File: config.mk
export PLATFORM = sky130hd
export DESIGN_NAME = uart_rx_fifo
export DESIGN_NICKNAME = d
export VERILOG_FILES = /design/src/rtl/uart_rx_fifo.sv
export SDC_FILE = /design/constraint.sdc
export NUM_CORES = 1
export LEC_CHECK = 0
export ABC_AREA = 1
export CELL_PAD_IN_SITES_DETAIL_PLACEMENT = 1
export CELL_PAD_IN_SITES_GLOBAL_PLACEMENT = 1
export CORE_MARGIN = 1
export CORE_UTILIZATION = 35
export CTS_BUF_LIST = sky130_fd_sc_hd__clkbuf_8
export DETAILED_ROUTE_END_ITERATION = 8
export MAX_ROUTING_LAYER = met4
export PLACE_DENSITY_LB_ADDON = 0.1
export SETUP_SLACK_MARGIN = 0.5
export SLEW_MARGIN = 20
export SYNTH_ARGS = -nofsm -noshare
export SYNTH_HDL_FRONTEND = slang
export SYNTH_SLANG_ARGS = --single-unit
export TNS_END_PERCENT = 30
File: constraint.sdc
create_clock -name clk -period 4.3 [get_ports clk]
set_input_delay 0.645 -clock clk [delete_from_list [all_inputs] [get_ports clk]]
set_output_delay 0.645 -clock clk [all_outputs]
set_load 0.01 [all_outputs]
File: src/rtl/uart_rx_fifo.sv
// UART receiver with configurable framing (data bits, parity, stop bits) feeding a
// show-ahead receive FIFO that records per-byte framing and parity status.
module uart_rx_fifo #(
    parameter int CLK_PER_HALF_BIT = 30,
    parameter int DATA_BITS        = 8,
    parameter int STOP_BITS        = 1,
    parameter int PARITY           = 0,
    parameter int FIFO_DEPTH       = 16
) (
    input  logic                          clk,
    input  logic                          rst,
    input  logic                          rxd,
    input  logic                          rd_en,
    output logic                          rd_valid,
    output logic [DATA_BITS-1:0]          rd_data,
    output logic                          rd_ferr,
    output logic                          rd_perr,
    output logic [$clog2(FIFO_DEPTH):0]   count,
    output logic                          overflow,
    input  logic                          clr_ovf
);

    localparam int TW = $clog2(2 * CLK_PER_HALF_BIT);
    localparam int IW = $clog2(DATA_BITS + 1);
    localparam int PW = $clog2(FIFO_DEPTH);
    localparam int CW = PW + 1;
    localparam int EW = DATA_BITS + 2;

    localparam logic [TW-1:0] HALF_LOAD = TW'(CLK_PER_HALF_BIT - 1);
    localparam logic [TW-1:0] FULL_LOAD = TW'(2 * CLK_PER_HALF_BIT - 1);
    localparam logic [IW-1:0] LAST_DATA = IW'(DATA_BITS - 1);
    localparam logic [IW-1:0] LAST_STOP = IW'(STOP_BITS - 1);
    localparam logic [CW-1:0] DEPTH     = CW'(FIFO_DEPTH);

    typedef enum logic [2:0] {
        S_IDLE,
        S_START,
        S_DATA,
        S_PAR,
        S_STOP,
        S_BREAK
    } state_e;

    logic                 sync1_q, sync1_d;
    logic                 sync2_q, sync2_d;
    logic                 rxs;

    state_e               state_q, state_d;
    logic [TW-1:0]        timer_q, timer_d;
    logic [IW-1:0]        idx_q, idx_d;
    logic [DATA_BITS-1:0] data_q, data_d;
    logic                 ferr_q, ferr_d;
    logic                 perr_q, perr_d;
    logic                 push_q, push_d;
    logic                 tick;

    logic [EW-1:0]        mem_q [FIFO_DEPTH];
    logic [EW-1:0]        mem_d [FIFO_DEPTH];
    logic [PW-1:0]        wr_ptr_q, wr_ptr_d;
    logic [PW-1:0]        rd_ptr_q, rd_ptr_d;
    logic [CW-1:0]        count_q, count_d;
    logic                 overflow_q, overflow_d;
    logic                 pop;
    logic                 full;
    logic                 wr_en;
    logic                 drop;
    logic [EW-1:0]        head;

    // rxd is asynchronous; everything downstream samples only rxs.
    always_comb begin
        sync1_d = rxd;
        sync2_d = sync1_q;
        rxs     = sync2_q;
        tick    = (timer_q == '0);
    end

    always_comb begin
        state_d = state_q;
        timer_d = timer_q;
        idx_d   = idx_q;
        data_d  = data_q;
        ferr_d  = ferr_q;
        perr_d  = perr_q;
        push_d  = 1'b0;
        case (state_q)
            S_IDLE: begin
                if (!rxs) begin
                    state_d = S_START;
                    timer_d = HALF_LOAD;
                end
            end
            S_START: begin
                if (!tick) begin
                    timer_d = timer_q - TW'(1);
                end else if (rxs) begin
                    state_d = S_IDLE;
                end else begin
                    state_d = S_DATA;
                    timer_d = FULL_LOAD;
                    idx_d   = '0;
                    ferr_d  = 1'b0;
                    perr_d  = 1'b0;
                end
            end
            S_DATA: begin
                if (!tick) begin
                    timer_d = timer_q - TW'(1);
                end else begin
                    data_d  = {rxs, data_q[DATA_BITS-1:1]};
                    timer_d = FULL_LOAD;
                    if (idx_q == LAST_DATA) begin
                        idx_d   = '0;
                        state_d = (PARITY != 0) ? S_PAR : S_STOP;
                    end else begin
                        idx_d = idx_q + IW'(1);
                    end
                end
            end
            S_PAR: begin
                if (!tick) begin
                    timer_d = timer_q - TW'(1);
                end else begin
                    perr_d  = ((^data_q) ^ rxs) != (PARITY == 2);
                    timer_d = FULL_LOAD;
                    state_d = S_STOP;
                end
            end
            S_STOP: begin
                if (!tick) begin
                    timer_d = timer_q - TW'(1);
                end else begin
                    ferr_d  = ferr_q | ~rxs;
                    timer_d = FULL_LOAD;
                    if (idx_q == LAST_STOP) begin
                        // A held-low line after a bad stop bit must not look like a new start.
                        push_d  = 1'b1;
                        idx_d   = '0;
                        state_d = (ferr_q | ~rxs) ? S_BREAK : S_IDLE;
                    end else begin
                        idx_d = idx_q + IW'(1);
                    end
                end
            end
            S_BREAK: begin
                if (rxs) begin
                    state_d = S_IDLE;
                end
            end
            default: state_d = S_IDLE;
        endcase
    end

    // Read handshake: rd_valid high means the head entry is presented; a pop happens on
    // any clock edge where rd_en && rd_valid, and rd_en is ignored while rd_valid is low.
    always_comb begin
        pop      = rd_en && (count_q != '0);
        full     = (count_q == DEPTH);
        wr_en    = push_q && (!full || pop);
        drop     = push_q && full && !pop;
        mem_d    = mem_q;
        if (wr_en) begin
            mem_d[wr_ptr_q] = {data_q, ferr_q, perr_q};
        end
        wr_ptr_d = wr_ptr_q + PW'(wr_en);
        rd_ptr_d = rd_ptr_q + PW'(pop);
        count_d  = count_q + CW'(wr_en) - CW'(pop);
        if (drop) begin
            overflow_d = 1'b1;
        end else if (clr_ovf) begin
            overflow_d = 1'b0;
        end else begin
            overflow_d = overflow_q;
        end
    end

    always_ff @(posedge clk) begin
        if (rst) begin
            sync1_q    <= 1'b1;
            sync2_q    <= 1'b1;
            state_q    <= S_IDLE;
            timer_q    <= '0;
            idx_q      <= '0;
            data_q     <= '0;
            ferr_q     <= 1'b0;
            perr_q     <= 1'b0;
            push_q     <= 1'b0;
            mem_q      <= '{default: '0};
            wr_ptr_q   <= '0;
            rd_ptr_q   <= '0;
            count_q    <= '0;
            overflow_q <= 1'b0;
        end else begin
            sync1_q    <= sync1_d;
            sync2_q    <= sync2_d;
            state_q    <= state_d;
            timer_q    <= timer_d;
            idx_q      <= idx_d;
            data_q     <= data_d;
            ferr_q     <= ferr_d;
            perr_q     <= perr_d;
            push_q     <= push_d;
            mem_q      <= mem_d;
            wr_ptr_q   <= wr_ptr_d;
            rd_ptr_q   <= rd_ptr_d;
            count_q    <= count_d;
            overflow_q <= overflow_d;
        end
    end

    always_comb begin
        head     = mem_q[rd_ptr_q];
        rd_valid = (count_q != '0);
        rd_data  = rd_valid ? head[EW-1:2] : '0;
        rd_ferr  = rd_valid ? head[1] : 1'b0;
        rd_perr  = rd_valid ? head[0] : 1'b0;
        count    = count_q;
        overflow = overflow_q;
    end

endmodule
## Word level (Yosys, flattened, before mapping)

Cells that the tools add are included.

- Flip-flop bits (word level): 200
- Input port bits: 5
- Output and inout port bits: 17
- Word-level logic and storage cells: 129

- Add/subtract/negate cells: 6
- Magnitude comparators: 3
- Eq/ne operators: 17
- Mux-type cells: 41
- Bitwise operators: 7
- Reductions and logical operators: 26

Operators with widths:

| operator | number |
|---|---|
| $bwmux W160 | 1 |
| $bmux W10 S4 | 1 |
| $demux W10 S4 | 1 |
| $mux W10 | 3 |
| $mux W3 | 9 |
| $mux W4 | 6 |
| $mux W6 | 4 |
| $ne A2 B2 Y1 const B | 9 |
| $pmux W3 S6 | 1 |
| $pmux W6 S3 | 1 |
| $pmux W4 S3 | 1 |
| $ge A5 B5 Y1 const B | 2 |
| $not A4 Y5 | 2 |
| $mux W1 | 9 |
| $add A4 B1 Y4 | 2 |
| $mux W8 | 1 |
| $reduce_and A4 Y1 | 2 |
| $reduce_and A8 Y1 | 1 |
| $reduce_xor A8 Y1 | 1 |
| $eq A3 B2 Y1 const B | 2 |
| $eq A3 B3 Y1 const B | 2 |
| $logic_not A6 Y1 | 1 |
| $reduce_bool A2 Y1 | 3 |
| $reduce_bool A3 Y1 | 2 |
| other kinds (24) | 33 |

## Depth between registers and ports, before layout

- Depth in word-level cells: 6
- Mapped depth: 16
- Gate-level depth less buffers: 15

## Least setup slack after synthesis

No wires, ideal clock.

- Kind: register to register
- From: reg count_q[2] (netlist: count[2])
- To: reg count_q[4] (netlist: count[4])
- Library setup time: 0.125 ns
- Data arrival time: 2.614 ns
- Required time: 4.175 ns
- Setup slack: 1.561 ns
- Stages on the path, launching flop included: 17
- Buffers on the path: 2
- Clock period less this slack: 2.739 ns
- Path through: dfxtp_1 -> inv_1 -> ha_1 -> nand2_1 -> nor3b_2 -> nor2_4 -> buf_4 -> buf_4 -> inv_1 -> ha_1 -> inv_1 -> ha_1 -> fa_1 -> a21oi_1 -> o21ai_0 -> o21ai_0 -> a21oi_1

- Longest elaborated chain between the ends: 6
- Elaborated cells between the ends (all ways): 8
- Those cells by class: add/sub: 2; eq/ne: 1; reduce/logical: 5

RTL lines:

| item | line | text |
|---|---|---|
| start, declared | 61 | `logic [CW-1:0] count_q, count_d;` |
| start signal, assigned | 205 | `count_q <= count_d;` |
| $eq A5 B5 Y1 or $reduce_bool A5 Y1 (tied branches) | 157, 156 |  |
| $logic_not A1 Y1 or $logic_and A1 B1 Y1 (tied branches) | 158, 156 |  |
| $logic_or A1 B1 Y1 | 158 | `wr_en = push_q && (!full \|\| pop);` |
| $logic_and A1 B1 Y1 | 158 |  |
| $add A5 B1 Y5 | 166 | `count_d = count_q + CW'(wr_en) - CW'(pop);` |
| $sub A5 B1 Y5 (*) | 166 |  |

Mark *: on every way between the ends. The rest lies on a longest branch, timed or not.
A chain may end at the register's enable or synchronous reset.

## Worst setup path after layout

- From: reg rd_ptr_q[0]
- To: out rd_ferr

- Longest elaborated chain between the ends: 5

RTL lines:

| item | line | text |
|---|---|---|
| start, declared | 60 | `logic [PW-1:0] rd_ptr_q, rd_ptr_d;` |
| start signal, assigned | 204 | `rd_ptr_q <= rd_ptr_d;` |
| $not A4 Y5 (not written as such) | 211 | `head = mem_q[rd_ptr_q];` |
| $bmux W10 S4 | 211 |  |
| $mux W10 (not written as such) (2 in series) | 211 |  |
| $mux W1 | 214 | `rd_ferr = rd_valid ? head[1] : 1'b0;` |
| end, declared | 16 | `output logic rd_ferr,` |

No other way between the ends. The select of a mux whose other input is x is not followed.

==> results.ini <==
[grt]
first_global_vias = 8465
grt_max_degree = 78
grt_pass1_wl_um = 49400
grt_usage = 0.235
grt_overflow = 0
grt_antenna_before_repair = 0

[sta]
slew_violations = 0
rsz0062_at_grt = true
hold_viol = 0
tns_ns = 0
timing.final.ws_setup_ns = 0.710
relSlewSlack = 0.273
tightest_slew_ns = 1.09
fmax_mhz = 279
min_period_over_period = 0.835
clock_skew_ns = 0.0185
setup_viol = 0
fin_crit_ns = 3.59

[clock_tree]
postCtsSetupBuffers = 0
numCtsBuffers = 17
cts_resized = 0
htreeDepth = 4
ctsHoldBuffers = 0
cts-root-buf = clkbuf_8
clk_latency_ns = 0.49
clock_path_buffers = 2
clk_pin_slew_worst_paths_ns = 0.12
cts_tree = done
cts_sinks = 200

[yosys]
synth_top_area_cell = dfxtp_1
synth_flop_cell = dfxtp_1
syn_avg_cell_area_um2 = 7.01
synth.area.top_cells = dfxtp_1 (42%), a21oi_1 (14%), nand2_1 (8.5%), o21ai_0 (8.5%), nand3_1 (7.6%)
synth_nets = 1371
mappedNetlistArea_mm2 = 0.00947
ys.warnings.count = 0
yosysTopAreaCellShare = 0.423
ys_types = 34
synth_edf_count = 0
postSynthCellCount = 1352
ys_ff_latch = 200
yosysSeqAreaShare = 0.423
async_reset_ff_frac = 0

[placement]
dp_hpwl_um = 19600
gp_congestion = 0.767
port_buffers = 21
dp_slack_ns = 1.02
placed_cells = 1621

[drt]
antenna_left = 0
drc = 0
via_per_inst = 5.35
drt_iter0_drc = 525
drt-pass1-iter-count = 5
wl_per_cell_um = 18.6
vias = 8838
totalWireLength_um = 30700

[run_status]
outcome = complete, no violations

[critical_path]
path_buf_inv = 3
crit_chain = inv_1 -> buf_4 -> o21ai_0 -> o211ai_1 -> nand3_1 -> a21oi_1 -> clkdlybuf4s50_1
end_kind = output port
start_kind = flop
critPathSlowestCell = clkdlybuf4s50_1
worstPathRequired_ns = 3.65
critPathMaxStageDelay_ns = 0.58
critical_path_peak_fanout = 24
arrival_ns = 2.95
critical_path_class = flop to output port
crit_family = buffers and inverters

[final_layout]
final_common_cell = a21oi_1
final_core_util = 0.387
instances_no_fill = 1652
num_antenna_cells = 0
nets = 1324
n_fill_cell = 3337
areaGrowthSynthToFinish_pct = 7.37
drive_gt1_frac = 0.0653
layout_common_cells = a21oi_1 (256), nand2_1 (215), dfxtp_1 (199), o21ai_0 (161), nand3_1 (144)

[power_and_ir_drop]
finalPower_mw = 5.01
power_density_mw_per_mm2 = 493
power.leakage_nw = 3.47
ir_drop_mv = 0.135

[hold_path]
worstHoldPathType = flop to flop

[die]
ios = 22
die_x_um = 167
start_util = 0.361
die-area_mm2 = 0.0277
num_rows = 59
die_h_um = 167
core_area_mm2 = 0.0263

[job]
max_cap_viol_count = 0

==> routing by layer <==
layer | track usage | up-vias | share of wire
met3 | 0.0283 | 30 | 0.022
met4 | 0.0680 | 0 | 0.020
met2 | 0.362 | 107 | 0.46
met5 | - | - | 0
li1 | - | 4406 | -
met1 | 0.321 | 4295 | 0.50
==> final timing paths <==
| path | endpoint | slack (ns) | cells after the start | start |
|---|---|---|---|---|
| max | rd_ferr | 0.71 | 7 | rd_ptr_q[0] |
| min | rxs | 0.43 | 1 | sync1_q |
| max reg2reg | count[4] | 1.47 | 14 | count[2] |
| min reg2reg | rxs | 0.43 | 1 | sync1_q |
==> through the flow <==
step	hold slack, ns	area (µm²)
after floorplan	0.389	9470
after global placement	0.398	9780
after detailed placement	0.399	9780
after CTS	0.432	10200
after global routing	0.455	10200
final	0.427	10200
==> cell type report <==
| type | instances | area (µm²) | share of cell area |
|---|---|---|---|
| Multi-Input combinational cell | 923 | 4530 | 0.445 |
| Sequential cell | 200 | 4010 | 0.394 |
| Inverter | 123 | 465 | 0.0458 |
| Tap cell | 335 | 419 | 0.0412 |
| Timing Repair Buffer | 40 | 363 | 0.0357 |
| Clock buffer | 17 | 234 | 0.0230 |
| Clock inverter | 14 | 158 | 0.0155 |
==> synthesized netlist by cell type, drive strengths merged, types with 2 or more instances <==
| master | instances |
|---|---|
| a21oi | 258 |
| nand3b | 3 |
| nand2 | 226 |
| clkbuf | 58 |
| inv | 121 |
| buf | 48 |
| or2 | 2 |
| ha | 13 |
| nor3 | 2 |
| dfxtp | 200 |
| o21ai | 163 |
| o211ai | 20 |
| xnor2 | 4 |
| clkinv | 2 |
| nor2 | 78 |
| nand3 | 146 |
==> kinds of logic after synthesis <==
family / Yosys count / synth area share
AO/OA/AOI/OAI: 444 / 0.241
XOR/XNOR: 5 / 0.00462
adder cells (fa/ha/maj): 14 / 0.0193
flip-flops: 200 / 0.423
AND/OR/NAND/NOR: 460 / 0.213
buffers and inverters: 229 / 0.0997
==> flip-flops by register name, indices dropped and copies added, names as in the netlist <==
register / cells
timer_q: 6
sync1_q: 1
state_q: 3
perr_q: 1
push_q: 1
rd_ptr_q: 4
overflow: 1
ferr_q: 1
rxs: 1
data_q: 8
wr_ptr_q: 4
count: 5
mem_q: 160
idx_q: 4
==> power by group <==
part	switching, mW	internal [mW]
registers	0.205	1.94
logic	1.06	0.537
clock network	0.784	0.483
Note: power is estimated with default switching activity, not from simulation.
